File: config.mk
export PLATFORM = sky130hd
export DESIGN_NAME = counter_wrap_monitor
export DESIGN_NICKNAME = d
export VERILOG_FILES = /design/src/rtl/counter_mon_pkg.sv /design/src/rtl/counter_evt_fifo.sv /design/src/rtl/counter_wrap_monitor.sv
export SDC_FILE = /design/constraint.sdc
export NUM_CORES = 1
export LEC_CHECK = 0
export CORE_MARGIN = 2
export CORE_UTILIZATION = 55
export DETAILED_ROUTE_END_ITERATION = 7
export GPL_TIMING_DRIVEN = 0
export HOLD_SLACK_MARGIN = 0.02
export PLACE_DENSITY = 0.87
export SYNTH_ARGS = -nofsm -noshare
export SYNTH_HDL_FRONTEND = slang
export SYNTH_HIERARCHICAL = 1
export SYNTH_SLANG_ARGS = --single-unit
File: constraint.sdc
create_clock -name clk -period 3.5 [get_ports clk]
set_input_delay 0.525 -clock clk [delete_from_list [all_inputs] [get_ports clk]]
set_output_delay 0.525 -clock clk [all_outputs]
set_load 0.05 [all_outputs]
File: src/rtl/counter_mon_pkg.sv
// Package: counter_mon_pkg
// Purpose : Shared defaults and helpers for the counter wrap monitor.
//   CW_DEF         width of the observed count
//   WCW_DEF        width of the wrap total / event payload
//   FIFO_DEPTH_DEF event FIFO entries (power of 2, >= 2)
//   CNT_MAX        terminal value of the default-width count
//   lvl_w()        width of an occupancy value 0..depth
package counter_mon_pkg;

  localparam int CW_DEF         = 4;
  localparam int WCW_DEF        = 8;
  localparam int FIFO_DEPTH_DEF = 4;

  localparam logic [CW_DEF-1:0] CNT_MAX = '1;

  // Occupancy must represent 0..depth inclusive, hence one bit more than the address.
  function automatic int lvl_w(input int depth);
    return $clog2(depth) + 1;
  endfunction

endpackage

File: src/rtl/counter_evt_fifo.sv
// Module : counter_evt_fifo
// Purpose: Synchronous FIFO holding wrap events (W bits x DEPTH entries).
// Ports  :
//   clk    in   rising-edge clock
//   rst_n  in   asynchronous active-low reset; empties FIFO and zeroes storage
//   push   in   write wdata (ignored when full unless a pop happens on the same edge)
//   pop    in   drop the head entry (ignored when empty)
//   wdata  in   [W-1:0] data to write
//   rdata  out  [W-1:0] head entry
//   full   out  occupancy == DEPTH
//   empty  out  occupancy == 0
//   level  out  [LW-1:0] occupancy 0..DEPTH
module counter_evt_fifo
  import counter_mon_pkg::*;
#(
  parameter  int W     = WCW_DEF,
  parameter  int DEPTH = FIFO_DEPTH_DEF,
  localparam int AW    = $clog2(DEPTH),
  localparam int LW    = lvl_w(DEPTH)
) (
  input  logic          clk,
  input  logic          rst_n,
  input  logic          push,
  input  logic          pop,
  input  logic [W-1:0]  wdata,
  output logic [W-1:0]  rdata,
  output logic          full,
  output logic          empty,
  output logic [LW-1:0] level
);

  logic [W-1:0]  mem [DEPTH];
  // Pointers carry one extra wrap bit so full and empty are distinguishable.
  logic [AW:0]   wr_ptr;
  logic [AW:0]   rd_ptr;
  logic          do_push;
  logic          do_pop;

  assign level   = wr_ptr - rd_ptr;
  assign full    = (level == DEPTH[LW-1:0]);
  assign empty   = (level == '0);
  assign do_pop  = pop & ~empty;
  // A full FIFO still accepts a write when the head leaves on the same edge.
  assign do_push = push & (~full | do_pop);
  assign rdata   = mem[rd_ptr[AW-1:0]];

  always_ff @(posedge clk or negedge rst_n) begin
    if (!rst_n) begin
      wr_ptr <= '0;
      rd_ptr <= '0;
      for (int i = 0; i < DEPTH; i++) begin
        mem[i] <= '0;
      end
    end else begin
      if (do_push) begin
        mem[wr_ptr[AW-1:0]] <= wdata;
        wr_ptr              <= wr_ptr + 1'b1;
      end
      if (do_pop) begin
        rd_ptr <= rd_ptr + 1'b1;
      end
    end
  end

endmodule

File: src/rtl/counter_wrap_monitor.sv
// Module : counter_wrap_monitor
// Purpose: Watches an upstream counter, detects max->0 wraps, keeps a running wrap
//          total and queues each wrap as an event on a valid/ready stream.
//          Optional macro COUNTER_MON_STEPCHK_EN adds a +1-per-clock step checker.
// Ports  :
//   clk        in   rising-edge clock
//   reset      in   asynchronous active-low reset; clears all state
//   cnt_in     in   [CW-1:0] registered count from the upstream counter
//   cnt_clr    in   upstream counter is being cleared; suppresses detection
//   evt_valid  out  event FIFO non-empty
//   evt_ready  in   consumer ready for the head event
//   evt_data   out  [WCW-1:0] wrap total captured at the head event's wrap
//   wrap_total out  [WCW-1:0] wraps since reset, modulo 2^WCW
//   fifo_level out  [LW-1:0] event FIFO occupancy
//   overflow   out  sticky: a wrap event was dropped because the FIFO was full
//   step_err   out  sticky: illegal count step (0 when the step checker is absent)
//
// Event stream: a beat transfers on a rising edge where evt_valid & evt_ready are both
// high; evt_data is held stable while evt_valid is high and evt_ready is low.
module counter_wrap_monitor
  import counter_mon_pkg::*;
#(
  parameter  int CW         = CW_DEF,
  parameter  int WCW        = WCW_DEF,
  parameter  int FIFO_DEPTH = FIFO_DEPTH_DEF,
  localparam int LW         = lvl_w(FIFO_DEPTH)
) (
  input  logic           clk,
  input  logic           reset,
  input  logic [CW-1:0]  cnt_in,
  input  logic           cnt_clr,
  output logic           evt_valid,
  input  logic           evt_ready,
  output logic [WCW-1:0] evt_data,
  output logic [WCW-1:0] wrap_total,
  output logic [LW-1:0]  fifo_level,
  output logic           overflow,
  output logic           step_err
);

  localparam logic [CW-1:0] CNT_TOP = '1;

  logic [CW-1:0]  cnt_q;
  // base_vld: previous sample was taken outside a clear, so (cnt_q, cnt_in) is a real step.
  logic           base_vld;
  logic [WCW-1:0] wrap_total_q;
  logic [WCW-1:0] wrap_nxt;
  logic           wrap_hit;
  logic           overflow_q;
  logic           fifo_full;
  logic           fifo_empty;
  logic           pop_fire;

  assign wrap_hit  = base_vld & ~cnt_clr & (cnt_q == CNT_TOP) & (cnt_in == '0);
  assign wrap_nxt  = wrap_total_q + 1'b1;
  assign evt_valid = ~fifo_empty;
  assign pop_fire  = evt_valid & evt_ready;

  always_ff @(posedge clk or negedge reset) begin
    if (!reset) begin
      cnt_q        <= '0;
      base_vld     <= 1'b0;
      wrap_total_q <= '0;
      overflow_q   <= 1'b0;
    end else begin
      cnt_q    <= cnt_in;
      base_vld <= ~cnt_clr;
      if (wrap_hit) begin
        wrap_total_q <= wrap_nxt;
        // The total keeps counting even when the event itself is dropped.
        if (fifo_full && !pop_fire) begin
          overflow_q <= 1'b1;
        end
      end
    end
  end

  counter_evt_fifo #(
    .W     (WCW),
    .DEPTH (FIFO_DEPTH)
  ) u_fifo (
    .clk   (clk),
    .rst_n (reset),
    .push  (wrap_hit),
    .pop   (pop_fire),
    .wdata (wrap_nxt),
    .rdata (evt_data),
    .full  (fifo_full),
    .empty (fifo_empty),
    .level (fifo_level)
  );

  assign wrap_total = wrap_total_q;
  assign overflow   = overflow_q;

`ifdef COUNTER_MON_STEPCHK_EN
  logic          step_err_q;
  logic [CW-1:0] cnt_exp;

  // Modulo-2^CW increment, so max->0 is a legal step; a hold is not.
  assign cnt_exp = cnt_q + 1'b1;

  always_ff @(posedge clk or negedge reset) begin
    if (!reset) begin
      step_err_q <= 1'b0;
    end else if (base_vld && !cnt_clr && (cnt_in != cnt_exp)) begin
      step_err_q <= 1'b1;
    end
  end

  assign step_err = step_err_q;
`else
  assign step_err = 1'b0;
`endif

endmodule

==> flow_metrics.py, run 1 <==
metrics = {
    "clocking": {
        "clkTransAtPathRegs_ns": 0.10,
        "cts_tree": "yes",
        "cts_made_buffers": 5,
        "cts_sinks": 52,
        "clkLatencyLatePin_ns": 0.31,
        "htreeDepth": 2,
        "cts_buffer_depth": 2,
        "clockRootBuffer": "clkbuf_8",
    },
    "yosys": {
        "syn_area_sq_mm": 0.00247,
        "synth_enable_flop_cells": 0,
        "synthAdderAreaFrac_pct": 4.36,
        "syn_area_per_cell_sq_um": 14.4,
        "syn_nets": 188,
        "async_reset_ff_share_pct": 100,
        "ys_warn_count": 6,
        "synth-simple-area-share_pct": 6.79,
        "synth_xor_area_share_pct": 7.04,
        "seq_area_frac_synth_pct": 52.7,
        "synth_top_family_by_area": "multiplexers",
        "syn-instance-count": 172,
        "synth_compound_area_share_pct": 3.85,
        "synthMuxAreaShare_pct": 23.3,
        "synth.distinct_cells": 30,
        "synth-seq-cells": 52,
        "ys.flop_type": "dfrtp_1",
    },
    "critical_path": {
        "crit_type": "flop to primary output",
        "crit_path_start_kind": "flop",
        "crit_path_end_kind": "primary output",
        "worstPathCellList": "inv_1 -> ha_1 -> fa_1 -> xor3_2 -> clkdlybuf4s50_1",
        "crit_fanout": 6,
        "timing.rr.start": "u_fifo/wr_ptr[0]",
        "slowest_stage": "clkdlybuf4s50_1",
        "critPathRequiredTime_ns": 2.97,
        "reg2reg_slack_ns": 0.36,
        "worstReg2RegEnd": "u_fifo/mem[22]",
        "cpPeakStageDelay_ns": 0.82,
        "rr_worst_depth": 10,
        "worstPathArrival_ns": 2.62,
    },
    "layout": {
        "final_util_pct": 69.9,
        "area_growth_pct": 23.2,
        "layout_common_cells": "dfrtp_1 (52), mux2_2 (35), clkdlybuf4s50_1 (26)",
        "drive_gt1_share_pct": 32.1,
        "layout_commonest_cell": "dfrtp_1",
        "fin_nets": 230,
        "diodes": 0,
        "final_cell_area_sq_mm": 0.00304,
    },
    "detailed_routing": {
        "vias_per_cell": 5.48,
        "wl_per_cell_um": 17.0,
        "drc": 0,
        "drtIter0Drc": 84,
        "drt_wl_total_mm": 4.53,
        "antenna_left": 0,
        "vias": 1462,
        "first_pass_iters": 4,
    },
    "placement": {
        "gp_congestion": 0.758,
        "portBuffers": 28,
        "dp_hpwl_mm": 3.09,
        "place_area_sq_mm": 0.00283,
        "post-place-ws_ns": 0.174,
    },
    "global_routing": {
        "grt_pass1_vias": 1542,
        "grtUsageMet2_pct": 31.4,
        "grt_max_degree": 33,
        "track_usage_pct": 20.0,
        "gr-total-overflow": 0,
        "grt_pass1_wl_mm": 7.56,
        "grt.busiest_layer": "met2",
        "grt_use_met1_pct": 27.0,
        "antenna_found_initial": 0,
        "met3_usage_pct": 4.99,
    },
    "power": {
        "finalPower_w": 0.00166,
        "ir_drop_uv": 303,
        "leakage_nw": 1.43,
        "p_per_area_mw_per_mm2": 546,
    },
    "sta": {
        "drv_slew": 0,
        "period_minus_slack_ns": 3.14,
        "max_slew_margin_pct": 60.6,
        "setup_viol": 0,
        "fmax_mhz": 318,
        "worst_clock_skew_ns": 0.0126,
        "grt_setup_unrepaired": "false",
        "tightest_slew_ns": 0.591,
        "finalHoldViolations": 0,
        "setup-tns-final_ns": 0,
        "finalCritPeriodShare_pct": 89.8,
        "worst_slack_ns": 0.356,
    },
    "status": {
        "status": "finished clean",
    },
    "floorplan": {
        "pin_count": 30,
        "die_y_um": 71.0,
        "die-area_sq_mm": 0.00504,
        "start_util_pct": 56.7,
        "core_region_area_sq_mm": 0.00435,
        "rows": 24,
        "die_width_um": 71.0,
    },
    "min_path": {
        "hp-class": "primary input to asynchronous set/reset pin",
    },
    "run": {
        "maxCapViolCount": 0,
    },
}
[final cells by class]
type | instances | area, sq um
fill | 287 | 1310
timing repair buffer | 35 | 380
tap | 52 | 65.1
sequential | 52 | 1300
buffer | 4 | 20.0
clock inverter | 1 | 30.0
multi-input combinational | 109 | 1120
clock buffer | 7 | 96.3
inverter | 7 | 26.3
[state kept, by name, indices dropped and copies added, names as in the netlist]
signal / count
base_vld: 1
wrap_total: 8
u_fifo/mem: 32
u_fifo/rd_ptr: 3
overflow: 1
u_fifo/wr_ptr: 3
cnt_q: 4
[power breakdown]
part           internal [W]  switching [W]
clock              0.000252       0.000190
sequential         0.000625      0.0000212
combinational      0.000229       0.000345
[routing by layer]
metal	vias up	wire length, um	part of all wire, %
met5	-	0	0
met4	0	63	1.4
met3	7	186	4.1
met2	33	2260	50
met1	740	2030	45
li1	682	-	-
[synth_stat cells (2+ instances only)]
cell | instances | share of area, %
a21oi_4 | 4 | 2.6
buf_1 | 2 | 0.30
dfrtp_1 | 52 | 53
ha_1 | 7 | 3.5
inv_1 | 7 | 1.1
mux2_2 | 35 | 16
mux4_2 | 8 | 7.3
nand2_1 | 13 | 2.0
nand3_1 | 3 | 0.61
nor2_1 | 4 | 0.61
nor2b_1 | 2 | 0.51
nor4_1 | 2 | 0.51
xnor2_1 | 11 | 3.9
xor2_1 | 6 | 2.1
[worst max path at each step]
| stage | slack [ns] | end | start |
|---|---|---|---|
| 2_1_floorplan | 0.35 | u_fifo/mem[0] | u_fifo/wr_ptr[0] |
| 3_3_place_gp | 0.26 | u_fifo/mem[0] | u_fifo/wr_ptr[0] |
| 3_5_place_dp | 0.17 | u_fifo/mem[0] | u_fifo/wr_ptr[0] |
| 4_1_cts | 0.12 | evt_valid | u_fifo/wr_ptr[0] |
| 5_1_grt | 0.13 | u_fifo/mem[22] | u_fifo/wr_ptr[0] |
| 6_report | 0.36 | fifo_level[2] | u_fifo/wr_ptr[0] |
[through the flow]
stage                     hold slack (ns)  std cells
after floorplan                     0.229        172
after global placement              0.445        252
after detailed placement            0.454        253
after CTS                           0.176        261
after global routing                0.193        267
final                               0.167        267
[cells by family (layout without fill, tap and decap cells)]
group / Yosys count / in the layout
AND/OR/NAND/NOR: 31 / 31
AO/OA/AOI/OAI: 8 / 8
flip-flops: 52 / 52
other: 1 / 1
multiplexers: 43 / 43
XOR/XNOR: 18 / 18
adder cells (fa/ha/maj): 8 / 8
buffers and inverters: 11 / 54
[worst max-delay path, delay by kind of cell (launching register included)]
kind       cells  cell delay, ns
buf+inv        2            0.95
fa+ha+maj      2            0.67
flops          1            0.39
xor+xnor       1            0.31
[what timing repair did]
item / 4_1_cts / 5_1_grt
hold endpoints to repair: 0 / 0
setup endpoints to repair: 0 / 31
gates resized for setup: 0 / 1
hold buffers: 0 / 0
setup buffers: 0 / 6
Power figures use the tool's default switching activity.
==> run 2: changes to the inputs <==
--- a/config.mk
+++ b/config.mk
@@ -5,12 +5,14 @@
 export SDC_FILE = /design/constraint.sdc
 export NUM_CORES = 1
 export LEC_CHECK = 0
+export ABC_AREA = 1
 export CORE_MARGIN = 2
 export CORE_UTILIZATION = 55
+export CTS_CLUSTER_SIZE = 28
 export DETAILED_ROUTE_END_ITERATION = 7
 export GPL_TIMING_DRIVEN = 0
 export HOLD_SLACK_MARGIN = 0.02
-export PLACE_DENSITY = 0.87
+export PLACE_DENSITY = 0.78
 export SYNTH_ARGS = -nofsm -noshare
 export SYNTH_HDL_FRONTEND = slang
 export SYNTH_HIERARCHICAL = 1
==> flow_metrics.py, run 2 <==
metrics = {
    "detailed_routing": {
        "first_pass_iters": 4,
        "drc": 0,
        "antenna_left": 0,
        "vias_per_cell": 5.32,
        "drtIter0Drc": 188,
        "vias": 2283,
        "drt_wl_total_mm": 5.94,
        "wl_per_cell_um": 13.9,
    },
    "global_routing": {
        "grtUsageMet2_pct": 35.5,
        "gr-total-overflow": 0,
        "grt_pass1_wl_mm": 9.91,
        "grt_max_degree": 30,
        "antenna_found_initial": 0,
        "grt_pass1_vias": 2150,
        "grt_use_met1_pct": 33.2,
        "met3_usage_pct": 5.22,
        "track_usage_pct": 23.4,
        "grt.busiest_layer": "met2",
    },
    "power": {
        "combinationalPowerShare_pct": 51.9,
        "swShare_pct": 45.5,
        "p_per_area_mw_per_mm2": 654,
        "power_frac_seq_pct": 31.8,
        "pwr-share-clk_pct": 16.3,
        "finalPower_w": 0.00211,
        "leakage_nw": 1.63,
        "ir_drop_uv": 342,
        "switchingPower_w": 0.000961,
        "internal_power_w": 0.00115,
    },
    "sta": {
        "finalHoldViolations": 0,
        "period_minus_slack_ns": 3.27,
        "setup-tns-final_ns": 0,
        "worst_clock_skew_ns": 0.00582,
        "worst_slack_ns": 0.235,
        "setup_viol": 0,
        "finalCritPeriodShare_pct": 93.3,
        "fmax_mhz": 306,
        "grt_setup_unrepaired": "false",
        "tightest_slew_ns": 0.558,
        "max_slew_margin_pct": 62.8,
        "drv_slew": 0,
    },
    "status": {
        "status": "finished clean",
    },
    "floorplan": {
        "core_region_area_sq_mm": 0.00479,
        "die-area_sq_mm": 0.00560,
        "die_width_um": 74.8,
        "die_y_um": 74.8,
        "rows": 25,
        "pin_count": 30,
        "start_util_pct": 57.7,
    },
    "critical_path": {
        "crit_path_start_kind": "flop",
        "slowest_stage": "clkdlybuf4s50_1",
        "critPathRequiredTime_ns": 2.97,
        "reg2reg_slack_ns": 0.97,
        "cpPeakStageDelay_ns": 0.78,
        "path_delay_family": "buffers and inverters",
        "worstPathArrival_ns": 2.74,
        "crit_buf_inv": 4,
        "crit_path_end_kind": "primary output",
        "crit_fanout": 10,
        "worstReg2RegEnd": "u_fifo/mem[31]",
        "crit_type": "flop to primary output",
        "cp_common_cell": "inv_1",
        "worstPathCellList": "ha_1 -> fa_1 -> nand2_1 -> inv_1 -> nand3_1 -> inv_1 -> inv_1 -> clkdlybuf4s50_1",
        "timing.rr.start": "u_fifo/rd_ptr[0]",
        "rr_worst_depth": 12,
    },
    "clocking": {
        "clkLatencyLatePin_ns": 0.31,
        "cts_buffer_depth": 2,
        "clkTransAtPathRegs_ns": 0.10,
        "htreeDepth": 2,
        "post_cts_resized": 0,
        "postCtsSetupBuffers": 0,
        "ctsHoldBuffers": 0,
        "cts_tree": "yes",
        "cts_made_buffers": 5,
        "cts_sinks": 52,
        "clockRootBuffer": "clkbuf_8",
    },
    "placement": {
        "place_area_sq_mm": 0.00314,
        "gp_congestion": 0.878,
        "portBuffers": 28,
        "dp_hpwl_mm": 4.41,
        "post-place-ws_ns": 0.579,
    },
    "yosys": {
        "ys.flop_type": "dfrtp_1",
        "syn_area_per_cell_sq_um": 8.49,
        "syn-instance-count": 325,
        "synthTopCellsByCount": "nand2_1 (113), dfrtp_1 (52), nand4_1 (33), nor2_1 (24), inv_1 (21)",
        "seq_area_frac_synth_pct": 47.1,
        "synth_largest_area_cell": "dfrtp_1",
        "ys_warn_count": 6,
        "synth_most_common_cell": "nand2_1",
        "syn_area_sq_mm": 0.00276,
        "synth_enable_flop_cells": 0,
        "synth-seq-cells": 52,
        "async_reset_ff_share_pct": 100,
        "synth.distinct_cells": 29,
        "syn_nets": 341,
        "yosys-top-cells-area": "dfrtp_1 (47%), nand2_1 (15%), nand4_1 (7.5%), o21ai_0 (3.6%), nor2_1 (3.3%)",
        "synth_top_area_share_pct": 47.1,
    },
    "layout": {
        "diodes": 0,
        "drive_gt1_share_pct": 10.2,
        "final_util_pct": 67.5,
        "fin_nets": 377,
        "top_register": "u_fifo/mem",
        "layout_commonest_cell": "nand2_1",
        "area_growth_pct": 17.1,
        "layout_common_cells": "nand2_1 (113), dfrtp_1 (52), nand4_1 (33)",
        "final_cell_area_sq_mm": 0.00323,
        "largest_reg_flops": 32,
    },
    "run": {
        "maxCapViolCount": 0,
    },
    "min_path": {
        "hp-class": "primary input to asynchronous set/reset pin",
    },
}
run 2: cell count changes after synthesis, sizes merged, moves of 4 or more:
| cell | previous run | this run |
|---|---|---|
| nand2 | 13 | 115 |
| mux2 | 35 | 0 |
| nand4 | 1 | 34 |
| nor2 | 4 | 27 |
| o21ai | 1 | 20 |
| inv | 7 | 22 |
| nand3 | 3 | 14 |
| buf | 4 | 14 |
| mux4 | 8 | 0 |
| o22ai | 0 | 8 |
| xnor2 | 11 | 3 |
| xor2 | 6 | 2 |
run 2: cell type report:
type | instances | area (sq um)
fillers | 394 | 1550
well taps | 67 | 83.8
multi-input cells | 236 | 1220
flip-flops and latches | 52 | 1300
inverters | 22 | 82.6
clock inverters | 3 | 23.8
plain buffers | 15 | 153
clock buffers | 5 | 68.8
repair buffers | 29 | 295
run 2: worst reg2reg max path, cell delays in order (launching register included):
cell     delay, ns
dfrtp_1       0.52
ha_1          0.26
fa_1          0.47
nand2_1       0.10
inv_1         0.08
nand3_1       0.10
inv_1         0.07
nor2_1        0.14
inv_1         0.08
nand3_4       0.10
nand3_1       0.29
nand2_1       0.16
nand2_1       0.05
run 2: through the flow:
stage          hold WS (ns)  cells
2_1_floorplan         0.229    325
3_3_place_gp          0.448    420
3_5_place_dp          0.454    421
4_1_cts               0.204    429
5_1_grt               0.223    429
6_report              0.189    429
run 2: power groups by stage:
stage / clock network (W) / logic, W / registers [W]
6_report: 0.000346 / 0.00110 / 0.000672
5_1_grt: 0.000384 / 0.00118 / 0.000677
4_1_cts: 0.000353 / 0.00110 / 0.000670
3_5_place_dp: 0 / 0.00110 / 0.000681
3_3_place_gp: 0 / 0.00108 / 0.000681
2_1_floorplan: 0 / 0.000798 / 0.000668
run 2: cell families after synthesis:
kind of cell	count (synthesis)	share of synthesized area, %
other	1	0.136
adders and majority gates	8	3.90
xor gates and xnor gates	5	1.59
AOI/OAI and AO/OA	31	6.07
DFF	52	47.1
and+or+nand+nor	191	32.6
buffers and inverters	37	8.52
run 2: worst max-delay path by stage:
| stage | start | to | slack (ns) | cells past startpoint |
|---|---|---|---|---|
| floorplan | u_fifo/rd_ptr[0] | evt_data[3] | 1.22 | 4 |
| global placement | reset | overflow | 0.35 | 1 |
| detailed placement | u_fifo/rd_ptr[0] | evt_valid | 0.58 | 8 |
| CTS | u_fifo/rd_ptr[0] | evt_valid | 0.23 | 8 |
| global route | u_fifo/rd_ptr[0] | evt_valid | 0.08 | 8 |
| finish | u_fifo/rd_ptr[0] | evt_valid | 0.23 | 8 |
run 2: layer usage:
layer  part of all wire (%)  up-vias
met2                     46       57
met1                     47     1067
li1                       -     1146
met3                    5.3       13
met5                      0        -
met4                    1.6        0
==> run 3: changes to the inputs <==
--- a/config.mk
+++ b/config.mk
@@ -7,12 +7,12 @@
 export LEC_CHECK = 0
 export ABC_AREA = 1
 export CORE_MARGIN = 2
-export CORE_UTILIZATION = 55
+export CORE_UTILIZATION = 56
 export CTS_CLUSTER_SIZE = 28
 export DETAILED_ROUTE_END_ITERATION = 7
 export GPL_TIMING_DRIVEN = 0
 export HOLD_SLACK_MARGIN = 0.02
-export PLACE_DENSITY = 0.78
+export PLACE_DENSITY = 0.79
 export SYNTH_ARGS = -nofsm -noshare
 export SYNTH_HDL_FRONTEND = slang
 export SYNTH_HIERARCHICAL = 1
==> flow_metrics.py, run 3 (synthesized netlist as in run 2, its figures left out) <==
metrics = {
    "detailed_routing": {
        "drtIter0Drc": 166,
        "antenna_left": 0,
        "drt_wl_total_mm": 6.06,
        "vias": 2303,
        "wl_per_cell_um": 14.1,
        "drc": 0,
        "first_pass_iters": 4,
        "vias_per_cell": 5.37,
    },
    "floorplan": {
        "rows": 25,
        "die-area_sq_mm": 0.00551,
        "die_y_um": 74.2,
        "core_region_area_sq_mm": 0.00472,
        "pin_count": 30,
        "die_width_um": 74.2,
        "start_util_pct": 58.4,
    },
    "layout": {
        "nFillCells": 392,
        "drive_gt1_share_pct": 10.2,
        "layout_common_cells": "nand2_1 (113), dfrtp_1 (52), nand4_1 (33)",
        "area_growth_pct": 17.8,
        "largest_reg_flops": 32,
        "diodes": 0,
        "layout_commonest_cell": "nand2_1",
        "regArea_sq_mm": 0.00130,
        "final_cell_area_sq_mm": 0.00325,
        "final_cells": 429,
        "top_register": "u_fifo/mem",
        "multi_input_area_sq_mm": 0.00122,
        "fin_nets": 377,
        "final_util_pct": 68.8,
    },
    "critical_path": {
        "timing.rr.start": "u_fifo/rd_ptr[0]",
        "crit_path_start_kind": "flop",
        "crit_type": "flop to primary output",
        "crit_fanout": 10,
        "worstPathArrival_ns": 2.74,
        "crit_path_end_kind": "primary output",
        "critPathRequiredTime_ns": 2.97,
        "cp-startpoint": "u_fifo/rd_ptr[0]",
    },
    "sta": {
        "fmax_mhz": 306,
        "period_minus_slack_ns": 3.27,
        "drv_slew": 0,
        "finalCritPeriodShare_pct": 93.4,
        "whs_ns": 0.159,
        "max_slew_margin_pct": 65.8,
        "finalHoldViolations": 0,
        "grt_setup_unrepaired": "false",
        "setup_viol": 0,
        "worst_clock_skew_ns": 0.00717,
        "tightest_slew_ns": 0.509,
        "setup-tns-final_ns": 0,
    },
    "clocking": {
        "clockRootBuffer": "clkbuf_8",
        "clkLatencyLatePin_ns": 0.31,
        "cts_tree": "yes",
        "htreeDepth": 2,
        "cts_made_buffers": 5,
        "cts_sinks": 52,
        "clkTransAtPathRegs_ns": 0.09,
        "cts_buffer_depth": 2,
        "postCtsSetupBuffers": 0,
        "post_cts_resized": 0,
        "ctsHoldBuffers": 0,
    },
    "power": {
        "p_per_area_mw_per_mm2": 671,
        "ir_drop_uv": 358,
        "leakage_nw": 1.65,
    },
    "run": {
        "maxCapViolCount": 0,
    },
    "placement": {
        "portBuffers": 28,
        "gp_congestion": 0.851,
        "dp_hpwl_mm": 4.29,
        "place_inst": 421,
        "place_area_sq_mm": 0.00314,
    },
    "global_routing": {
        "gr-total-overflow": 0,
        "grt_max_degree": 35,
        "antenna_found_initial": 0,
        "track_usage_pct": 24.6,
        "grt_pass1_wl_mm": 10.3,
        "grt_pass1_vias": 2228,
    },
    "status": {
        "status": "finished clean",
    },
    "min_path": {
        "hp-class": "primary input to asynchronous set/reset pin",
    },
}
-- run 3: critical path, cell delays in order (launching register included) --
cell and delay (ns):
dfrtp_1 0.51, ha_1 0.25, fa_1 0.46, nand2_1 0.11
inv_1 0.08, nand3_1 0.11, inv_1 0.07, inv_1 0.05
clkdlybuf4s50_1 0.79
-- run 3: cell type report --
| cell class | instances | area share (%) |
|---|---|---|
| timing repair buffer | 29 | 9.08 |
| sequential | 52 | 40.0 |
| inverter | 22 | 2.54 |
| multi-input combinational | 236 | 37.6 |
| clock buffer | 5 | 2.12 |
| tap | 67 | 2.58 |
| clock inverter | 3 | 1.31 |
| buffer | 15 | 4.70 |
-- run 3: worst paths after layout --
kind / endpoint / slack (ns) / cells past startpoint
hold reg to reg: u_fifo/mem[11] / 0.47 / 2
setup / recovery: evt_valid / 0.23 / 8
setup reg to reg: u_fifo/mem[8] / 0.96 / 12
min in group clk: u_fifo/mem[11] / 0.47 / 2
hold / removal: u_fifo/mem[7] / 0.16 / 1
max in group asynchronous: u_fifo/mem[28] / 2.82 / 2
-- run 3: through the flow --
stage	total power, W	setup slack, ns
2_1_floorplan	0.00147	1.22
3_3_place_gp	0.00176	0.360
3_5_place_dp	0.00178	0.568
4_1_cts	0.00219	0.226
5_1_grt	0.00231	0.0575
6_report	0.00218	0.232
-- run 3: where the power goes --
group / total [W] / internal [W] / switching, W
logic: 0.00110 / 0.000387 / 0.000710
registers: 0.000671 / 0.000624 / 0.0000470
clock network: 0.000413 / 0.000212 / 0.000201
-- run 3: routing by layer --
metal / vias to the layer above / GRT usage, % / routed length (um)
met5: - / 0 / 0
met2: 64 / 39.1 / 2820
met1: 1082 / 33.0 / 2780
met4: 0 / 10.9 / 121
met3: 12 / 4.88 / 341
li1: 1145 / - / -
